<file path="config.mk">
export PLATFORM = sky130hd
export DESIGN_NAME = rob_flat
export DESIGN_NICKNAME = d
export VERILOG_FILES = /design/src/rtl/rob_if.sv /design/src/rtl/rob.sv /design/src/flat_wrapper.sv
export SDC_FILE = /design/constraint.sdc
export NUM_CORES = 1
export LEC_CHECK = 0
export BUFFER_PORTS_ARGS = -buffer_cell sky130_fd_sc_hd__buf_2
export CAP_MARGIN = 40
export CORE_MARGIN = 8
export CORE_UTILIZATION = 35
export DETAILED_ROUTE_END_ITERATION = 10
export RECOVER_POWER = 100
export SLEW_MARGIN = 20
export SYNTH_ARGS = -nofsm -noshare
export SYNTH_HDL_FRONTEND = slang
export SYNTH_SLANG_ARGS = --single-unit
</file>
<file path="constraint.sdc">
create_clock -name clk -period 7.99 [get_ports clk]
set_clock_uncertainty 0.15 [all_clocks]
set_input_delay 0.3995 -clock clk [delete_from_list [all_inputs] [get_ports clk]]
set_output_delay 0.3995 -clock clk [all_outputs]
set_load 0.005 [all_outputs]
</file>
<file path="src/rtl/rob_if.sv">
// rob_if: groups the reorder buffer's allocate, writeback, operand-lookup
// and commit signals into one bundle.
//   master : front end / functional units / regfile side (drives alloc, wb, read ids)
//   slave  : the reorder buffer itself (drives alloc_ready/id, read results, commit)
// Parameters must match those of the rob instance the bundle is attached to.
interface rob_if #(
  parameter int ADDR_WIDTH    = 4,
  parameter int RF_ADDR_WIDTH = 5,
  parameter int DATA_WIDTH    = 32
);
  logic                     alloc_en;
  logic                     alloc_reg_wen;
  logic [RF_ADDR_WIDTH-1:0] alloc_addr;
  logic                     alloc_ready;
  logic [ADDR_WIDTH-1:0]    alloc_id;

  logic                     wb_en;
  logic [ADDR_WIDTH-1:0]    wb_id;
  logic [DATA_WIDTH-1:0]    wb_data;
  logic                     wb_exc;

  logic [ADDR_WIDTH-1:0]    read_id_1;
  logic [ADDR_WIDTH-1:0]    read_id_2;
  logic                     read_done_1;
  logic                     read_done_2;
  logic [DATA_WIDTH-1:0]    read_data_1;
  logic [DATA_WIDTH-1:0]    read_data_2;

  logic                     commit_en;
  logic                     commit_restore;
  logic [RF_ADDR_WIDTH-1:0] commit_addr;
  logic [DATA_WIDTH-1:0]    commit_data;

  modport master (
    output alloc_en, alloc_reg_wen, alloc_addr,
    input  alloc_ready, alloc_id,
    output wb_en, wb_id, wb_data, wb_exc,
    output read_id_1, read_id_2,
    input  read_done_1, read_done_2, read_data_1, read_data_2,
    input  commit_en, commit_restore, commit_addr, commit_data
  );

  modport slave (
    input  alloc_en, alloc_reg_wen, alloc_addr,
    output alloc_ready, alloc_id,
    input  wb_en, wb_id, wb_data, wb_exc,
    input  read_id_1, read_id_2,
    output read_done_1, read_done_2, read_data_1, read_data_2,
    output commit_en, commit_restore, commit_addr, commit_data
  );
endinterface

</file>
<file path="src/rtl/rob.sv">
// rob: in-order reorder buffer feeding the register file commit port.
// Entries are allocated at the tail in program order, completed out of order
// by writeback, and retired one per cycle from the head. An excepting head
// entry flushes the whole buffer and pulses commit_restore.
// Ports:
//   clk, rst : clock, asynchronous active-high reset
//   bus      : rob_if.slave (alloc / wb / operand lookup / commit)
// Build option: define ROB_BYPASS_EN to let the operand read ports see a
// writeback in the same cycle it is presented; otherwise they reflect stored
// state only.
module rob #(
  parameter int ADDR_WIDTH    = 4,
  parameter int RF_ADDR_WIDTH = 5,
  parameter int DATA_WIDTH    = 32
) (
  input logic  clk,
  input logic  rst,
  rob_if.slave bus
);
  localparam int DEPTH = 1 << ADDR_WIDTH;
  localparam logic [ADDR_WIDTH:0] PTR_ONE  = {{ADDR_WIDTH{1'b0}}, 1'b1};
  localparam logic [ADDR_WIDTH:0] FULL_XOR = {1'b1, {ADDR_WIDTH{1'b0}}};

  // Pointers carry one extra wrap bit so full and empty are distinguishable.
  logic [ADDR_WIDTH:0]      head, tail;
  logic [DEPTH-1:0]         valid, done, exc, reg_wen;
  logic [RF_ADDR_WIDTH-1:0] addr_mem [DEPTH];
  logic [DATA_WIDTH-1:0]    data_mem [DEPTH];

  logic [ADDR_WIDTH-1:0] head_idx, tail_idx;
  logic full, head_ready, flush_pend, do_commit, do_alloc, do_wb;

  assign head_idx   = head[ADDR_WIDTH-1:0];
  assign tail_idx   = tail[ADDR_WIDTH-1:0];
  assign full       = (head ^ tail) == FULL_XOR;
  assign head_ready = valid[head_idx] & done[head_idx];
  assign flush_pend = head_ready & exc[head_idx];
  assign do_commit  = head_ready & ~exc[head_idx];

  // Fullness is judged before this cycle's retirement, so a full buffer
  // cannot accept even while its head is leaving.
  assign bus.alloc_ready = !full && !flush_pend;
  assign bus.alloc_id    = tail_idx;
  assign do_alloc        = bus.alloc_en && bus.alloc_ready;
  // A freshly allocated entry is not yet valid, so a same-cycle wb to it drops.
  assign do_wb           = bus.wb_en && valid[bus.wb_id] && !flush_pend;

  always_ff @(posedge clk or posedge rst) begin
    if (rst) begin
      head               <= '0;
      tail               <= '0;
      valid              <= '0;
      done               <= '0;
      exc                <= '0;
      reg_wen            <= '0;
      bus.commit_en      <= 1'b0;
      bus.commit_restore <= 1'b0;
      bus.commit_addr    <= '0;
      bus.commit_data    <= '0;
    end else if (flush_pend) begin
      head               <= '0;
      tail               <= '0;
      valid              <= '0;
      done               <= '0;
      bus.commit_en      <= 1'b0;
      bus.commit_restore <= 1'b1;
    end else begin
      bus.commit_en      <= 1'b0;
      bus.commit_restore <= 1'b0;
      if (do_wb) begin
        done[bus.wb_id] <= 1'b1;
        exc[bus.wb_id]  <= bus.wb_exc;
      end
      if (do_commit) begin
        bus.commit_en   <= reg_wen[head_idx];
        bus.commit_addr <= addr_mem[head_idx];
        bus.commit_data <= data_mem[head_idx];
        valid[head_idx] <= 1'b0;
        done[head_idx]  <= 1'b0;
        head            <= head + PTR_ONE;
      end
      if (do_alloc) begin
        valid[tail_idx]   <= 1'b1;
        done[tail_idx]    <= 1'b0;
        exc[tail_idx]     <= 1'b0;
        reg_wen[tail_idx] <= bus.alloc_reg_wen;
        tail              <= tail + PTR_ONE;
      end
    end
  end

  // Payload storage needs no reset; it is only observed behind valid/done.
  always_ff @(posedge clk) begin
    if (do_wb)    data_mem[bus.wb_id] <= bus.wb_data;
    if (do_alloc) addr_mem[tail_idx]  <= bus.alloc_addr;
  end

  always_comb begin
    bus.read_done_1 = valid[bus.read_id_1] & done[bus.read_id_1];
    bus.read_data_1 = bus.read_done_1 ? data_mem[bus.read_id_1] : '0;
    bus.read_done_2 = valid[bus.read_id_2] & done[bus.read_id_2];
    bus.read_data_2 = bus.read_done_2 ? data_mem[bus.read_id_2] : '0;
`ifdef ROB_BYPASS_EN
    if (bus.wb_en && bus.wb_id == bus.read_id_1 && valid[bus.read_id_1]) begin
      bus.read_done_1 = 1'b1;
      bus.read_data_1 = bus.wb_data;
    end
    if (bus.wb_en && bus.wb_id == bus.read_id_2 && valid[bus.read_id_2]) begin
      bus.read_done_2 = 1'b1;
      bus.read_data_2 = bus.wb_data;
    end
`endif
  end
endmodule
</file>
<file path="src/flat_wrapper.sv">
// flat-port wrapper written by rule: the top's interface ports become plain ports
module rob_flat 
#(
  parameter int ADDR_WIDTH    = 4,
  parameter int RF_ADDR_WIDTH = 5,
  parameter int DATA_WIDTH    = 32
)
  (clk, rst, bus_alloc_en, bus_alloc_reg_wen, bus_alloc_addr, bus_alloc_ready, bus_alloc_id, bus_wb_en, bus_wb_id, bus_wb_data, bus_wb_exc, bus_read_id_1, bus_read_id_2, bus_read_done_1, bus_read_done_2, bus_read_data_1, bus_read_data_2, bus_commit_en, bus_commit_restore, bus_commit_addr, bus_commit_data);
  rob_if #(.ADDR_WIDTH(ADDR_WIDTH), .RF_ADDR_WIDTH(RF_ADDR_WIDTH), .DATA_WIDTH(DATA_WIDTH)) bus_i ();
  input logic clk;
  input logic rst;
  input wire logic [$bits(bus_i.alloc_en)-1:0] bus_alloc_en;
  input wire logic [$bits(bus_i.alloc_reg_wen)-1:0] bus_alloc_reg_wen;
  input wire logic [$bits(bus_i.alloc_addr)-1:0] bus_alloc_addr;
  output wire logic [$bits(bus_i.alloc_ready)-1:0] bus_alloc_ready;
  output wire logic [$bits(bus_i.alloc_id)-1:0] bus_alloc_id;
  input wire logic [$bits(bus_i.wb_en)-1:0] bus_wb_en;
  input wire logic [$bits(bus_i.wb_id)-1:0] bus_wb_id;
  input wire logic [$bits(bus_i.wb_data)-1:0] bus_wb_data;
  input wire logic [$bits(bus_i.wb_exc)-1:0] bus_wb_exc;
  input wire logic [$bits(bus_i.read_id_1)-1:0] bus_read_id_1;
  input wire logic [$bits(bus_i.read_id_2)-1:0] bus_read_id_2;
  output wire logic [$bits(bus_i.read_done_1)-1:0] bus_read_done_1;
  output wire logic [$bits(bus_i.read_done_2)-1:0] bus_read_done_2;
  output wire logic [$bits(bus_i.read_data_1)-1:0] bus_read_data_1;
  output wire logic [$bits(bus_i.read_data_2)-1:0] bus_read_data_2;
  output wire logic [$bits(bus_i.commit_en)-1:0] bus_commit_en;
  output wire logic [$bits(bus_i.commit_restore)-1:0] bus_commit_restore;
  output wire logic [$bits(bus_i.commit_addr)-1:0] bus_commit_addr;
  output wire logic [$bits(bus_i.commit_data)-1:0] bus_commit_data;
  assign bus_i.alloc_en = bus_alloc_en;
  assign bus_i.alloc_reg_wen = bus_alloc_reg_wen;
  assign bus_i.alloc_addr = bus_alloc_addr;
  assign bus_alloc_ready = bus_i.alloc_ready;
  assign bus_alloc_id = bus_i.alloc_id;
  assign bus_i.wb_en = bus_wb_en;
  assign bus_i.wb_id = bus_wb_id;
  assign bus_i.wb_data = bus_wb_data;
  assign bus_i.wb_exc = bus_wb_exc;
  assign bus_i.read_id_1 = bus_read_id_1;
  assign bus_i.read_id_2 = bus_read_id_2;
  assign bus_read_done_1 = bus_i.read_done_1;
  assign bus_read_done_2 = bus_i.read_done_2;
  assign bus_read_data_1 = bus_i.read_data_1;
  assign bus_read_data_2 = bus_i.read_data_2;
  assign bus_commit_en = bus_i.commit_en;
  assign bus_commit_restore = bus_i.commit_restore;
  assign bus_commit_addr = bus_i.commit_addr;
  assign bus_commit_data = bus_i.commit_data;
  rob #(.ADDR_WIDTH(ADDR_WIDTH), .RF_ADDR_WIDTH(RF_ADDR_WIDTH), .DATA_WIDTH(DATA_WIDTH)) u_core (.clk(clk), .rst(rst), .bus(bus_i));
endmodule
</file>
==> metrics.csv <==
metric,value,unit
combPwrFrac,0.321,
first_pass_iters,5,
peakVddDrop,195,µV
grt_max_degree,71,
cts_resized,0,
synth.distinct_cells,53,
synthXorXnorAreaFrac,0.00168,
gr-usage-all-layers,0.180,
synth_edf_count,592,
drc,0,
crit_family,buffers and inverters,
row_count,118,
die_h,339,µm
final_cells,3478,
finalHoldViolations,0,
worstSkewPairLatency,0.66,ns
worstPathCellList,buf_12 -> mux4_2 -> a22o_1 -> nor2_1 -> o31ai_1 -> inv_2 -> clkbuf_1,
design.portCount,165,
num-nets-final,2090,
synthTopCellsByArea,"edfxtp_1 49%, mux4_2 33%, dfrtp_1 7.7%",
post-route-util,0.403,
crit_required,8.00,ns
place_inst,3285,
synth_top_family_by_area,multiplexers,
min_period,5.89,ns
max_freq,170,MHz
syn_inst,1854,
grt-ovfl-total,0,
place_congestion,0.868,
core-area,103000,µm²
critPathCaptureType,flip-flop,
cts_made_buffers,79,
p_leak,13.3,nW
antenna_left,0,
slew_headroom,-1.25,
startpoint_type,flip-flop,
yosys_most_used_dff,edfxtp_1,
intPower,0.00834,W
failed_checks,"capacitance limit, slew limit",
synth_warnings,0,
vias_per_cell,5.98,
grt.met1_usage,0.241,
routedWlPerCell,30.2,µm
dieArea,115000,µm²
drt-total-wl,105,mm
r2r_slack,2.10,ns
cts.path.max_buffers,3,
cts_sinks,705,
drv_slew,310,
worstMarginPinSlew,3.38,ns
rsz0062_at_grt,no,
p_per_area,293,nW/µm²
use_met2,0.289,
ctsRootBufferMaster,clkbuf_16,
path_class,flip-flop to flip-flop,
yosysSeqAreaShare,0.565,
fin_setup_tns,0,ns
status,finished with violations,
grt-busiest-layer,met2,
sw_frac_of_total,0.317,
seqPwrFrac,0.387,
slowest_stage,clkbuf_1,
grt_pass1_wl,155,mm
post_cts_buffers,0,
synth_fa_ha_area_frac,0.00274,
synthArstFlopShare,0.160,
start_util,0.353,
dp_hpwl,64.7,mm
period_share,0.738,
synth_top_area_share,0.487,
die_w,339,µm
io_buffers,164,
synth-seq-cells,705,
p_switching,0.00387,W
grt_util_met3,0.0488,
synthesis.nets,1917,
crit_fanout,32,
min_path_type,input pin to flip-flop,
cts_tree,built,
clkTransAtPathRegs,0.06,ns
slowest_delay,2.38,ns
finalPower,0.0122,W
postSynthAreaPerCell,19.7,µm²
grt_pass1_vias,22400,
setup_violations,0,
critPathArrivalTime,5.90,ns
muxShareOfSynthArea,0.348,
netlist_area,36500,µm²
share_clk_of_total_power,0.292,
path_buf_inv,3,
max_cap_violations,16,
layout-drive-gt1-share,0.372,
yosys.area.top_type,edfxtp_1,
initialDrtViolationCount,2351,
htreeDepth,3,
synth_compound_area_frac,0.0162,
antenna_found_initial,9,
num_vias,20800,
yosys.area_share.simple,0.0443,
area_growth,14.2,%
==> worst reg2reg max path, delay by kind of cell (launching register included) <==
kind / cells / cell delay [ns]
buf+inv: 3 / 2.78
mux: 1 / 0.57
simple gates: 1 / 0.28
flops: 1 / 1.18
compound gates: 2 / 0.45
==> cell families (layout without fill, tap and decap cells) <==
logic type	after synthesis	count (layout)
AO/OA/AOI/OAI	85	85
XOR/XNOR	7	7
adder cells (fa/ha/maj)	8	8
buffers and inverters	187	427
flip-flops	705	705
multiplexers	593	593
other	0	4
AND/OR/NAND/NOR	269	269
==> registers in the layout, summed over array words and instances (netlist names) <==
| name | cells |
|---|---|
| u_core.done | 16 |
| u_core.bus.commit_en | 1 |
| u_core.bus.commit_restore | 1 |
| u_core.data_mem | 512 |
| u_core.exc | 16 |
| u_core.bus.commit_data | 32 |
| u_core.valid | 16 |
| u_core.tail | 5 |
| u_core.bus.commit_addr | 5 |
| u_core.reg_wen | 16 |
| u_core.head | 5 |
| u_core.addr_mem | 80 |
==> metrics by stage <==
step	hold WS [ns]	instance area, µm²	setup slack, ns
after detailed placement	0.321	39200	3.65
after global routing	0.0499	41700	1.78
after global placement	0.313	38800	3.41
after CTS	0.0253	42100	3.46
after floorplan	0.302	36500	3.76
final	0.0771	41700	2.10
==> cell type report <==
| class | instances | area (µm²) |
|---|---|---|
| sequential | 705 | 20600 |
| fill | 9238 | 61800 |
| timing repair buffer | 258 | 1790 |
| tap | 1380 | 1730 |
| clock inverter | 40 | 414 |
| antenna | 4 | 10.0 |
| multi-input combinational | 962 | 14900 |
| clock buffer | 108 | 2150 |
| inverter | 21 | 85.1 |
==> power groups by stage <==
stage                     sequential [W]  combinational [W]  clock [W]
after detailed placement         0.00480            0.00405          0
after global routing             0.00477            0.00418    0.00380
final                            0.00473            0.00392    0.00357
after floorplan                  0.00462            0.00284          0
after CTS                        0.00472            0.00407    0.00366
after global placement           0.00490            0.00378          0
==> what timing repair did <==
item / 4_1_cts / 5_1_grt
hold buffers: 39 / 0
hold endpoints to repair: 645 / 0
setup endpoints to repair: 0 / 0
==> worst paths after layout <==
check,cells past startpoint,to,startpoint
worst max-delay path,7,u_core.data_mem[15][15]$_DFFE_PP_,u_core.head[0]$_DFFE_PP0P_
worst min-delay path,4,u_core.tail[1]$_DFFE_PP0P_,bus_alloc_en
worst max register to register,7,u_core.data_mem[15][15]$_DFFE_PP_,u_core.head[0]$_DFFE_PP0P_
worst min register to register,1,u_core.reg_wen[6]$_DFFE_PP0P_,u_core.reg_wen[6]$_DFFE_PP0P_
max in group asynchronous,5,u_core.bus.commit_data[25]$_DFFE_PP0P_,rst
min in group asynchronous,3,u_core.bus.commit_data[8]$_DFFE_PP0P_,rst
==> Yosys cell counts, drive strengths merged (3+ instances only) <==
| master | count |
|---|---|
| nor2b | 70 |
| nor3 | 16 |
| nand3 | 18 |
| edfxtp | 592 |
| nor3b | 4 |
| a21oi | 22 |
| nor4b | 3 |
| ha | 8 |
| a31o | 15 |
| o21ai | 19 |
| and3 | 5 |
| a221oi | 12 |
| a22o | 6 |
| nand2 | 87 |
| clkbuf | 88 |
| nand4 | 3 |
| mux2i | 3 |
| buf | 78 |
| and3b | 5 |
| dfrtp | 113 |
| a211oi | 4 |
| mux4 | 536 |
| inv | 21 |
| nor2 | 32 |
| nand3b | 13 |
| and2 | 6 |
| mux2 | 54 |
| xor2 | 5 |
==> cells in the final DEF (no fill, tap or decap), types with 7 or more instances in the layout <==
cell / instances
edfxtp_1: 592
mux4_2: 536
clkbuf_1: 169
dfrtp_1: 110
nand2_1: 86
clkbuf_16: 80
nor2b_1: 70
mux2_2: 41
dlygate4sd3_1: 39
buf_4: 32
nor2_1: 30
a21oi_1: 22
o21ai_0: 19
inv_1: 18
nand3_1: 18
clkinv_2: 17
nor3_1: 16
buf_2: 16
a31o_1: 15
nand3b_1: 13
mux2_1: 13
buf_16: 13
a221oi_1: 11
ha_1: 8
clkinv_1: 7
==> metal layers <==
metal  share of wire  vias to the layer above
met5        0.000095                        -
met4           0.030                        2
met3           0.088                      190
met2            0.48                     1016
met1            0.40                    11300
li1                -                     8336
(Power assumes the default switching activity.)
